## src/rtl/arbitro_mem_dados.sv

```systemverilog
// Arbiter sharing one data memory between a CPU (requester 0) and an I/O port (requester 1).
// Optional macro ARB_ROUND_ROBIN_EN switches tie resolution from fixed priority to round-robin.
module arbitro_mem_dados #(
   parameter int LARG_END  = 32,
   parameter int LARG_DADO = 32
) (
   input  logic                 clock,
   input  logic                 reset,
   input  logic                 req0,
   input  logic                 req1,
   input  logic                 escrita0,
   input  logic                 escrita1,
   input  logic [LARG_END-1:0]  endereco0,
   input  logic [LARG_END-1:0]  endereco1,
   input  logic [LARG_DADO-1:0] dado_escrita0,
   input  logic [LARG_DADO-1:0] dado_escrita1,
   output logic                 ack0,
   output logic                 ack1,
   output logic [LARG_DADO-1:0] dado_leitura0,
   output logic [LARG_DADO-1:0] dado_leitura1,
   output logic                 ocupado,
   output logic                 MemRead,
   output logic                 MemWrite,
   output logic [LARG_END-1:0]  mem_endereco,
   output logic [LARG_DADO-1:0] mem_dado_escrita,
   input  logic [LARG_DADO-1:0] mem_dado_leitura
);

   localparam logic [1:0] OCIOSO   = 2'd0;
   localparam logic [1:0] ACESSO   = 2'd1;
   localparam logic [1:0] RESPOSTA = 2'd2;

   logic [1:0]           state_reg;
   logic                 grant_reg;
   logic                 escrita_reg;
   logic                 ack0_reg;
   logic                 ack1_reg;
   logic                 mem_read_reg;
   logic                 mem_write_reg;
   logic [LARG_END-1:0]  mem_endereco_reg;
   logic [LARG_DADO-1:0] mem_dado_escrita_reg;

   logic                 grant_next;
   logic                 escrita_sel;
   logic [LARG_END-1:0]  endereco_sel;
   logic [LARG_DADO-1:0] dado_sel;

`ifdef ARB_ROUND_ROBIN_EN
   logic last_reg;

   // On a tie the requester that was not served last wins.
   always_comb begin
      grant_next = ~req0;
      if (req0 && req1)
         grant_next = ~last_reg;
   end

   always_ff @(posedge clock) begin
      if (reset)
         last_reg <= 1'b1;
      else if (state_reg == OCIOSO && (req0 || req1))
         last_reg <= grant_next;
   end
`else
   always_comb begin
      grant_next = ~req0;
   end
`endif

   always_comb begin
      escrita_sel  = grant_next ? escrita1      : escrita0;
      endereco_sel = grant_next ? endereco1     : endereco0;
      dado_sel     = grant_next ? dado_escrita1 : dado_escrita0;
   end

   always_ff @(posedge clock) begin
      if (reset) begin
         state_reg            <= OCIOSO;
         grant_reg            <= 1'b0;
         escrita_reg          <= 1'b0;
         ack0_reg             <= 1'b0;
         ack1_reg             <= 1'b0;
         mem_read_reg         <= 1'b0;
         mem_write_reg        <= 1'b0;
         mem_endereco_reg     <= '0;
         mem_dado_escrita_reg <= '0;
      end else begin
         case (state_reg)
            OCIOSO: begin
               if (req0 || req1) begin
                  grant_reg            <= grant_next;
                  escrita_reg          <= escrita_sel;
                  mem_endereco_reg     <= endereco_sel;
                  mem_dado_escrita_reg <= dado_sel;
                  mem_read_reg         <= ~escrita_sel;
                  mem_write_reg        <= escrita_sel;
                  state_reg            <= ACESSO;
               end
            end
            ACESSO: begin
               mem_read_reg  <= 1'b0;
               mem_write_reg <= 1'b0;
               ack0_reg      <= ~grant_reg;
               ack1_reg      <= grant_reg;
               state_reg     <= RESPOSTA;
            end
            RESPOSTA: begin
               ack0_reg  <= 1'b0;
               ack1_reg  <= 1'b0;
               state_reg <= OCIOSO;
            end
            default: begin
               mem_read_reg  <= 1'b0;
               mem_write_reg <= 1'b0;
               ack0_reg      <= 1'b0;
               ack1_reg      <= 1'b0;
               state_reg     <= OCIOSO;
            end
         endcase
      end
   end

   // Memory read data arrives during RESPOSTA; write acknowledgements carry zero data.
   assign dado_leitura0    = (ack0_reg && !escrita_reg) ? mem_dado_leitura : '0;
   assign dado_leitura1    = (ack1_reg && !escrita_reg) ? mem_dado_leitura : '0;
   assign ack0             = ack0_reg;
   assign ack1             = ack1_reg;
   assign ocupado          = (state_reg != OCIOSO);
   assign MemRead          = mem_read_reg;
   assign MemWrite         = mem_write_reg;
   assign mem_endereco     = mem_endereco_reg;
   assign mem_dado_escrita = mem_dado_escrita_reg;

endmodule

```

## config.mk

```make
export PLATFORM = sky130hd
export DESIGN_NAME = arbitro_mem_dados
export DESIGN_NICKNAME = d
export VERILOG_FILES = /design/src/rtl/arbitro_mem_dados.sv
export SDC_FILE = /design/constraint.sdc
export NUM_CORES = 1
export LEC_CHECK = 0
export ABC_CLOCK_PERIOD_IN_PS = 1400
export CORE_ASPECT_RATIO = 0.7
export CORE_MARGIN = 2
export CORE_UTILIZATION = 31
export CTS_CLUSTER_SIZE = 40
export DETAILED_ROUTE_END_ITERATION = 7
export PLACE_DENSITY = 0.77
export SYNTH_ARGS = -nofsm -noshare
export SYNTH_HDL_FRONTEND = slang
export SYNTH_SLANG_ARGS = --single-unit
```

## constraint.sdc

```tcl
create_clock -name clock -period 1.4 [get_ports clock]
set_clock_uncertainty 0.15 [all_clocks]
set_input_delay 0.21 -clock clock [delete_from_list [all_inputs] [get_ports clock]]
set_output_delay 0.21 -clock clock [all_outputs]
set_load 0.01 [all_outputs]
```

==> impl_metrics.csv <==
group,metric,value,unit
cts,htree_levels,3,
critical_path,startpoint,"escrita_reg",
critical_path,cp.arrival,1.33,ns
finish,post_route_cells_drive_above_1_share,0.361,
critical_path,reg2reg_depth,7,
global_route,overflow,0,
timing,hold_slack,0.118,ns
logic_synthesis,synth-compound-area-share,0.276,
route,drc,0,
floorplan,die_w,140,um
critical_path,critPathRequiredTime,1.04,ns
route,vias,4292,
cts,clk_latency,0.32,ns
floorplan,initial_core_util,0.321,
timing,worst_slew_pin_slew,0.335,ns
cts,root_buffer,"clkbuf_16",
global_route,grt_pass1_wl,23600,um
floorplan,io_pins,299,
status,outcome,"finished, violations left",
cts,clk_pin_slew_worst_paths,0.06,ns
global_route,grt_max_degree,44,
power_and_ir_drop,power_leakage,3.58,nW
placement,placed_area,7310,um^2
floorplan,fp.dieArea,14000,um^2
route,first_pass_iters,4,
logic_synthesis,synth_fa_ha_area_frac,0,
global_route,antenna_found_initial,0,
logic_synthesis,synth.avg_cell_area,10.2,um^2
timing,setup_viol,76,
critical_path,end_kind,"output port",
placement,place_congestion,0.771,
critical_path,critical_path.endpoint,"dado_leitura0[29]",
logic_synthesis,synth_cell_types,24,
logic_synthesis,synthArstFlopShare,0,
timing,maxSlewViolCount,0,
run,max-cap-violations,0,
timing,fmax,590,MHz
finish,area_growth_syn_to_layout,98.2,%
global_route,track_usage,0.212,
finish,fin_cells,883,
finish,final_nets,882,
global_route,grt_pass1_vias,4393,
worst_hold_path,hold_path_class,"in -> reg",
logic_synthesis,synth_area,4040,um^2
placement,place_ws,-0.415,ns
logic_synthesis,synth_fp_nets,561,
cts,clkSinkCount,72,
cts,cts_tree,"done",
status,violations,"negative setup slack",
placement,portBuffers,298,
logic_synthesis,synth_edf_count,0,
route,drtIter0Drc,103,
floorplan,core-area,12600,um^2
critical_path,path_max_fanout,8,
route,drt_wl_total,15900,um
logic_synthesis,yosys_warnings,0,
finish,finalInstanceArea,8010,um^2
floorplan,rows,34,
logic_synthesis,ys_seq_area_frac,0.357,
critical_path,timing.rr.start,"state_reg[1]",
route,ant_nets,0,
logic_synthesis,ys.flop_type,"dfxtp_1",
floorplan,fp.dieH,99.5,um
power_and_ir_drop,p_total,7.45,mW
timing,min_period,1.69,ns
route,vias_per_cell,4.86,
timing,hold_viol_final,0,
logic_synthesis,muxShareOfSynthArea,0.165,
logic_synthesis,ys_ff_latch,72,
critical_path,crit_path_start_kind,"flop",
route,post_drt_wl_per_cell,18.0,um
logic_synthesis,synth-xor-area-share,0,
timing,finalCritPeriodShare,1.21,
cts,clock_path_buffers,2,
finish,utilization,0.636,
logic_synthesis,yosys.area_share.simple,0.127,
logic_synthesis,synth_cells,395,
timing,relSlewSlack,0.771,
finish,diodes,0,
critical_path,crit_type,"reg -> out",
timing,fin_ws,-0.294,ns
placement,dp_cells,846,
timing,rsz0062_at_grt,"true",
logic_synthesis,synth_top_family_by_area,"compound AO/OA/AOI/OAI gates",
power_and_ir_drop,peakVddDrop,0.000629,V
critical_path,worst_r2r_endpoint,"mem_dado_escrita[29]",
placement,hpwl,11400,um
timing,tns,-16.49,ns
critical_path,rrSetupSlack,-0.02,ns
power_and_ir_drop,powerDensity,929,nW/um^2
cts,cts_made_buffers,9,
-- cell type report --
cell class              count  area (um^2)
repair buffers            352         3580
multi-input cells         280         2460
well taps                 162          203
clock inverters             7         95.1
fillers                  1045         4580
clock buffers               9          225
flip-flops and latches     72         1450
inverters                   1         8.76
-- layout by cell type (no fill, tap or decap), drive strengths merged --
| cell | netlist | final |
|---|---|---|
| mux2i | 65 | 65 |
| dlygate4sd2 | 0 | 67 |
| o211a | 1 | 1 |
| a21boi | 1 | 1 |
| dfxtp | 72 | 72 |
| a211oi | 65 | 65 |
| nor2 | 6 | 6 |
| bufinv | 0 | 2 |
| clkdlybuf4s50 | 0 | 162 |
| clkinvlp | 0 | 1 |
| a21oi | 66 | 66 |
| nor3 | 4 | 4 |
| or3 | 1 | 1 |
| clkinv | 0 | 3 |
| mux2 | 1 | 1 |
| clkbuf | 14 | 15 |
| and2 | 64 | 64 |
| a2111oi | 1 | 1 |
| inv | 1 | 2 |
| or2 | 1 | 1 |
| nor2b | 2 | 2 |
| buf | 28 | 116 |
| dlygate4sd3 | 0 | 1 |
| o21ai | 1 | 1 |
| nor3b | 1 | 1 |
-- metal layers --
| metal | track usage | wire (um) |
|---|---|---|
| met1 | 0.256 | 6500 |
| met2 | 0.370 | 8030 |
| met3 | 0.0703 | 1210 |
| met4 | 0.0500 | 175 |
| met5 | 0 | 0 |
-- cells in the mapped netlist, types with 2 or more instances --
cell type	count	area, um^2
nor3_1	4	20.0
a21oi_1	36	180
buf_2	11	55.1
nor2_1	3	11.3
nor2b_1	2	12.5
a211oi_1	35	263
and2_1	64	400
clkbuf_1	14	52.6
mux2i_1	65	651
dfxtp_1	72	1440
nor2_4	2	22.5
buf_6	17	191
a211oi_2	30	375
a21oi_2	30	263
-- logic make-up after synthesis --
logic type	Yosys count
AOI/OAI and AO/OA	135
and+or+nand+nor	79
DFF	72
muxes	66
buffers and inverters	43
-- worst min-delay path by stage --
stage                     startpoint            to  slack [ns]  cells past startpoint
after floorplan                 req1  state_reg[0]        0.25                      2
after global placement      MemWrite      MemWrite        0.34                      1
after detailed placement    MemWrite      MemWrite        0.34                      1
after CTS                       req0     grant_reg         0.1                      3
after global routing            req0     grant_reg        0.11                      3
final                           req0     grant_reg        0.12                      3
-- timing repair --
| item | 4_1_cts | 5_1_grt |
|---|---|---|
| setup buffers | 7 | 5 |
| pin swaps | 21 | 18 |
| endpoints found under the hold margin | 2 | 0 |
| setup endpoints to repair | 146 | 109 |
| cloned | 6 | 6 |
| gates resized for setup | 405 | 61 |
| hold buffers | 1 | 0 |
-- power breakdown --
part / total (mW) / leakage (nW) / switching [mW] / internal, mW
Sequential: 2.42 / 0.601 / 0.137 / 2.29
Combinational: 2.57 / 2.82 / 1.09 / 1.47
Clock: 2.46 / 0.156 / 0.893 / 1.56
-- worst max-delay path, cell delays in order, from the launching register on --
cell and delay (ns):
dfxtp_4 0.36, nor2b_4 0.13, buf_6 0.14, buf_16 0.13, and2_4 0.15, buf_6 0.09
No activity file was read; power rests on OpenSTA's default activity.
